## config.mk

```make
export PLATFORM = sky130hd
export DESIGN_NAME = ex_issue_ctrl
export DESIGN_NICKNAME = d
export VERILOG_FILES = /design/src/rtl/ex_issue_ctrl.sv
export SDC_FILE = /design/constraint.sdc
export NUM_CORES = 1
export LEC_CHECK = 0
export CAP_MARGIN = 30
export CORE_ASPECT_RATIO = 0.8
export CORE_MARGIN = 5
export CORE_UTILIZATION = 50
export CTS_BUF_LIST = sky130_fd_sc_hd__clkbuf_8 sky130_fd_sc_hd__clkbuf_16
export DETAILED_ROUTE_END_ITERATION = 8
export GPL_TIMING_DRIVEN = 1
export PLACE_DENSITY = 0.85
export SETUP_SLACK_MARGIN = 0.2
export SLEW_MARGIN = 10
export SYNTH_ARGS = -nofsm -noshare
export SYNTH_HDL_FRONTEND = slang
export SYNTH_SLANG_ARGS = --single-unit
```

## constraint.sdc

```tcl
create_clock -name clk -period 4.07 [get_ports clk]
set_input_delay 0.814 -clock clk [delete_from_list [all_inputs] [get_ports clk]]
set_output_delay 0.814 -clock clk [all_outputs]
set_load 0.01 [all_outputs]
```

## src/rtl/ex_issue_ctrl.sv

```systemverilog
// ex_issue_ctrl: ID->EX issue control.
// Tracks outstanding register writebacks in a per-register scoreboard
// (RAW/WAW hazards). Holds EX busy for multi-cycle ops with an occupancy
// counter. Produces ID stall, EX valid and a sticky bad-retire flag.
module ex_issue_ctrl #(
    parameter int W_RD     = 5,
    parameter int NREG     = 32,
    parameter int W_LAT    = 3,
    parameter int ZERO_REG = 1
) (
    input  logic              clk,
    input  logic              rst,
    input  logic              v_i,
    input  logic              wb_i,
    input  logic [W_RD-1:0]   rd_num_i,
    input  logic [1:0]        src_use_i,
    input  logic [W_RD-1:0]   rs_num_i,
    input  logic [W_RD-1:0]   rt_num_i,
    input  logic [W_LAT-1:0]  lat_i,
    input  logic              ret_i,
    input  logic [W_RD-1:0]   ret_num_i,
    input  logic              flush_i,
    output logic              stall_o,
    output logic              issue_o,
    output logic              busy_o,
    output logic [NREG-1:0]   pend_o,
    output logic              err_o
);

    typedef enum logic {
        S_IDLE,
        S_BUSY
    } state_t;

    state_t            r_state;
    logic [W_LAT-1:0]  r_cnt;
    logic [NREG-1:0]   r_pend;
    logic              r_err;

    logic              w_hz;
    logic              w_issue;
    logic              w_busy;
    logic              w_rd_zero;
    logic              w_ret_zero;
    logic              w_set;
    logic [W_LAT-1:0]  w_lat_eff;
    logic [NREG-1:0]   w_pend_nxt;

    // Hazard detection and issue/stall decision from current inputs and state
    always_comb begin
        w_busy     = (r_state == S_BUSY);
        w_hz       = (src_use_i[1] & r_pend[rs_num_i])
                   | (src_use_i[0] & r_pend[rt_num_i])
                   | (wb_i         & r_pend[rd_num_i]);
        w_issue    = v_i & ~flush_i & ~w_hz & ~w_busy;
        stall_o    = v_i & ~flush_i & (w_hz | w_busy);
        issue_o    = w_issue;
        w_lat_eff  = (lat_i == '0) ? W_LAT'(1) : lat_i;
        w_rd_zero  = (ZERO_REG != 0) && (rd_num_i == '0);
        w_ret_zero = (ZERO_REG != 0) && (ret_num_i == '0);
        w_set      = w_issue & wb_i & ~w_rd_zero;
    end

    // Next scoreboard value: clear on retire first, so a same-cycle set wins
    always_comb begin
        w_pend_nxt = r_pend;
        if (ret_i) begin
            w_pend_nxt[ret_num_i] = 1'b0;
        end
        if (w_set) begin
            w_pend_nxt[rd_num_i] = 1'b1;
        end
    end

    // Scoreboard and sticky error register; flush drops the retire entirely
    always_ff @(posedge clk) begin
        if (!rst) begin
            r_pend <= '0;
            r_err  <= 1'b0;
        end else if (flush_i) begin
            r_pend <= '0;
        end else begin
            r_pend <= w_pend_nxt;
            if (ret_i && !r_pend[ret_num_i] && !w_ret_zero) begin
                r_err <= 1'b1;
            end
        end
    end

    // Occupancy FSM: load L-1 on a multi-cycle issue, count down to idle
    always_ff @(posedge clk) begin
        if (!rst) begin
            r_state <= S_IDLE;
            r_cnt   <= '0;
        end else if (flush_i) begin
            r_state <= S_IDLE;
            r_cnt   <= '0;
        end else begin
            case (r_state)
                S_IDLE: begin
                    if (w_issue && (w_lat_eff > W_LAT'(1))) begin
                        r_cnt   <= w_lat_eff - W_LAT'(1);
                        r_state <= S_BUSY;
                    end
                end
                S_BUSY: begin
                    r_cnt <= r_cnt - W_LAT'(1);
                    if (r_cnt == W_LAT'(1)) begin
                        r_state <= S_IDLE;
                    end
                end
                default: begin
                    r_state <= S_IDLE;
                    r_cnt   <= '0;
                end
            endcase
        end
    end

    assign busy_o = (r_cnt != '0);
    assign pend_o = r_pend;
    assign err_o  = r_err;

endmodule

```

# After elaboration in Yosys (flattened, before gate mapping)
# Cells that the tools add are included.
# Widths: inputs -> output; s select.
dict set report totals {
  output_inout_bits 36
  inputBits 31
  register_bits 37
}
dict set report op_classes {
  order_cmp 7
  bitwise 20
  eq_ne 2
  add_sub_neg 2
  mux 20
  reduce_logical 13
}
# op count
set ops {}
lappend ops {{$mux 32} 2}
lappend ops {{$and 32x32->32} 1}
lappend ops {{$not 32->32} 1}
lappend ops {{$or 32x32->32} 1}
lappend ops {{$lt 5x6->1 const B} 4}
lappend ops {{$bmux 1 s5} 4}
lappend ops {{$demux 1 s5} 2}
lappend ops {{$ge 5x1->1 const B} 2}
lappend ops {{$logic_not 5->1} 2}
lappend ops {{$and 1x1->1} 9}
lappend ops {{$mux 1} 8}
lappend ops {{$mux 3} 2}
lappend ops {{$pmux 3 s2} 1}
lappend ops {{$sub 3x1->3 const B} 2}
lappend ops {{$logic_and 1x1->1} 5}
lappend ops {{$not 1->1} 5}
lappend ops {{$eq 3x1->1 const B} 1}
lappend ops {{$gt 3x1->1 const B} 1}
lappend ops {{$logic_not 3->1} 1}
lappend ops {{$or 1x1->1} 3}
lappend ops {{$reduce_bool 3->1} 1}
lappend ops {{$logic_not 1->1} 2}
lappend ops {{$ne 2x1->1 const B} 1}
lappend ops {{$pmux 1 s2} 1}
lappend ops {{other kinds (2)} 2}

# Depth between registers and ports, before layout
dict set report logic_depth {
  word_depth 11
  ltp_mapped 9
  mapped_depth_nobuf 9
}

# Worst setup path before layout
# Ideal clock, no wire load.
dict set report synth_path {
  path_type {input port to output port}
  start {input rt_num_i[1]}
  end {output issue_o}
  required_ns 3.256
  slack_ns 0.639
  t_arrival_ns 2.617
  path_buffers 2
  path_stages 8
  cell_sequence {buf_2 -> mux4_2 -> mux2_2 -> o221a_2 -> nand2_1 -> nand2_1 -> buf_2 -> nor3b_2}
}
dict set report synth_between {
  elab_chain_cells 8
}
# item line
set synth_rtl {}
lappend synth_rtl {{start, declared} 18} ;# input logic [W_RD-1:0] rt_num_i,
lappend synth_rtl {{$bmux 1 s5} 53} ;# | (src_use_i[0] & r_pend[rt_num_i])
lappend synth_rtl {{$mux 1 (implied by the code)} 53}
lappend synth_rtl {{$and 1x1->1} 53}
lappend synth_rtl {{$or 1x1->1} 53}
lappend synth_rtl {{$or 1x1->1} 54} ;# | (wb_i & r_pend[rd_num_i]);
lappend synth_rtl {{$not 1->1} 55} ;# w_issue = v_i & ~flush_i & ~w_hz & ~w_busy;
lappend synth_rtl {{$and 1x1->1 (2 in series)} 55}
lappend synth_rtl {{end, declared} 24} ;# output logic issue_o,
# No other way between the ends. The select of a mux whose other input is x is not followed.

# Worst setup path in the final report
dict set report layout_path {
  start {input rd_num_i[1]}
  end {output issue_o}
}
dict set report layout_between {
  elab_chain_cells 7
}
# item line
set layout_rtl {}
lappend layout_rtl {{start, declared} 15} ;# input logic [W_RD-1:0] rd_num_i,
lappend layout_rtl {{$bmux 1 s5} 54}
lappend layout_rtl {{$mux 1 (implied by the code)} 54}
lappend layout_rtl {{$and 1x1->1} 54}
lappend layout_rtl {{$or 1x1->1} 54}
lappend layout_rtl {{$not 1->1} 55}
lappend layout_rtl {{$and 1x1->1 (2 in series)} 55}
# No other way between the ends. The select of a mux whose other input is x is not followed.

==> out/metrics.cfg <==
[outcome]
status=complete, no violations

[route]
viasPerCell=6.68
avgRoutedWirePerCell_um=21.9
ant_nets=0
dr.pass1.iters=5
vias=3133
drt_iter0_drc=315
drc=0
routed_wirelength_um=10300

[floorplan]
fp.dieW_um=95.2
die_h_um=78.1
dieArea_mm2=0.00743
core_mm2=0.00553
start_util=0.525
io_pins=67
rows=24

[setup_path]
crit_fanout=10
crit_arrival_ps=2880
cp-end-kind=output port
rr_worst_depth=9
worst_setup_path_start_kind=primary input
crit_slowest_cell=clkdlybuf4s50_1
path_class=primary input to output port
max_stage_delay_ps=480
crit_buf_inv=3
crit_path_cell_trace=clkdlybuf4s50_1, buf_6, mux4_2, a32oi_2, a41oi_2, a221oi_2, nand2_2, nor3b_2, buf_2
crit_family=buffers and inverters
cp.required_ps=3260
cp.depth=9

[final_layout]
drive_gt1_frac=0.225
diodes=0
final_util=0.716
final_nets=426
synthToLayoutAreaGrowth_pct=36.3

[yosys]
ys_types=48
syn-cell-area_mm2=0.00290
synth-seq-cells=37
syn_nets=350
synth_top_cell_area_share=0.255
synth-seq-area-share=0.255
synthTopCellsByArea=dfxtp_1, mux4_2, o211ai_1
synth_area_leader_cell=dfxtp_1
synthTopCellsByCount=nand2_1, dfxtp_1, o21ai_0
yosysMostFrequentCell=nand2_1
syn-instance-count=314
synthFlopType=dfxtp_1
yosysWarnings=0
async_reset_ff_frac=0
avgSynthCellArea_um2=9.24
synth_edf_count=0

[sta]
worstMarginPinSlew_ps=806
setup_viol=0
whs_ps=472
post-route-period-util=0.906
fmax_mhz=271
finalHoldViolCount=0
rsz0062_at_grt=false
finalCriticalPeriod_ps=3690
slew_viol_final=0
finClkSkew_ps=7.86
relSlewSlack=0.462

[clocking]
cts_max_level=2
clk_latency_ps=290
cts.sinks=37
root_buffer=clkbuf_8
cts_tree=built
cts_buffer_depth=2
cts_buffers=5
clk_pin_slew_ps=70

[place]
dp_hpwl_um=7280
place_congestion=0.958
io_buffers=66

[hold_path]
min_path_cells=1
hold_path_class=flip-flop to flip-flop

[global_route]
grt_use_total=0.285
grt.overflow.total=0
grt_pass1_wl_um=16500
grt_pass1_vias=3055
grt_antenna_before_repair=0
grt_max_degree=34

[pwr]
leakage_uw=0.00141
peakVddDrop_v=0.000254
powerDensity_mw_per_mm2=219

[run]
maxCapViolations=0

[through the flow]
stage | std cells | instance area (um^2) | power (uW) | worst slack [ps] | TNS [ps]
2_1_floorplan | 314 | 2900 | 460 | 639 | 0
3_3_place_gp | 455 | 3730 | 531 | -250 | -417
3_5_place_dp | 455 | 3730 | 535 | -324 | -528
4_1_cts | 466 | 3930 | 865 | 166 | 0
5_1_grt | 469 | 3950 | 900 | 203 | 0
6_report | 469 | 3950 | 867 | 381 | 0
[worst reg2reg max path, cell delays in order, from the launching register on]
cell and delay (ps):
dfxtp_1 420, mux4_2 510, a32oi_1 240, a41oi_2 160
buf_4 170, buf_4 120, buf_4 120, a21oi_2 230
a41oi_1 210, a221oi_2 270
[cell families (layout without fill, tap and decap cells)]
logic type      after synthesis  count (layout)  synth area share
xor+xnor                      1               1           0.00302
buf+inv                      35             112            0.0496
fa+ha+maj                     5               5            0.0216
mux                          42              42             0.277
flops                        37              37             0.255
compound gates               94              94             0.225
simple gates                100             100             0.169
[final cells by class]
type	count	area (um^2)
inverter	11	41.3
multi-input combinational	242	2050
clock buffer	6	82.6
timing repair buffer	93	902
sequential	37	741
fill	425	1570
clock inverter	2	37.5
tap	78	97.6
[report_power, final]
part,switching (uW),internal [uW],total (uW)
clock,130,199,329
combinational,88.3,80.8,169
sequential,3.80,364,368
[worst paths after layout]
check,from,endpoint,slack [ps]
min reg2reg,err_o,err_o,470
max,rd_num_i[1],issue_o,380
max reg2reg,pend_o[27],r_cnt[1],1530
min,err_o,err_o,470
[registers in the layout, summed over array words and instances, names as in the netlist]
| name | flops |
|---|---|
| err_o | 1 |
| r_cnt | 3 |
| r_state | 1 |
| pend_o | 32 |
[layout by cell type (no fill, tap or decap), types with 4 or more instances in the layout]
cell type / instances
buf_4: 22
mux4_2: 30
nor3_1: 4
nor2b_1: 7
o21ai_0: 33
nand2b_1: 6
a22oi_1: 4
nand2_1: 41
ha_1: 5
dfxtp_1: 37
nand3b_1: 4
clkdlybuf4s50_1: 58
clkbuf_8: 6
o211ai_1: 32
mux2i_1: 6
mux2_2: 5
nor2_1: 17
nand4_1: 4
inv_1: 11
[layer usage]
layer	routed length (um)	global-route usage	vias to the layer above
li1	-	-	1369
met1	4080	0.399	1492
met2	4660	0.430	244
met3	1280	0.0717	28
met4	230	0.0951	0
met5	0	0	-
[what timing repair did]
item                       CTS  global route
hold buffers                 0             0
setup endpoints to repair    2             2
setup buffers                2             3
cloned                       1             0
resized for setup           15             9
pin swaps                    3             4
No activity file was read; power rests on OpenSTA's default activity.
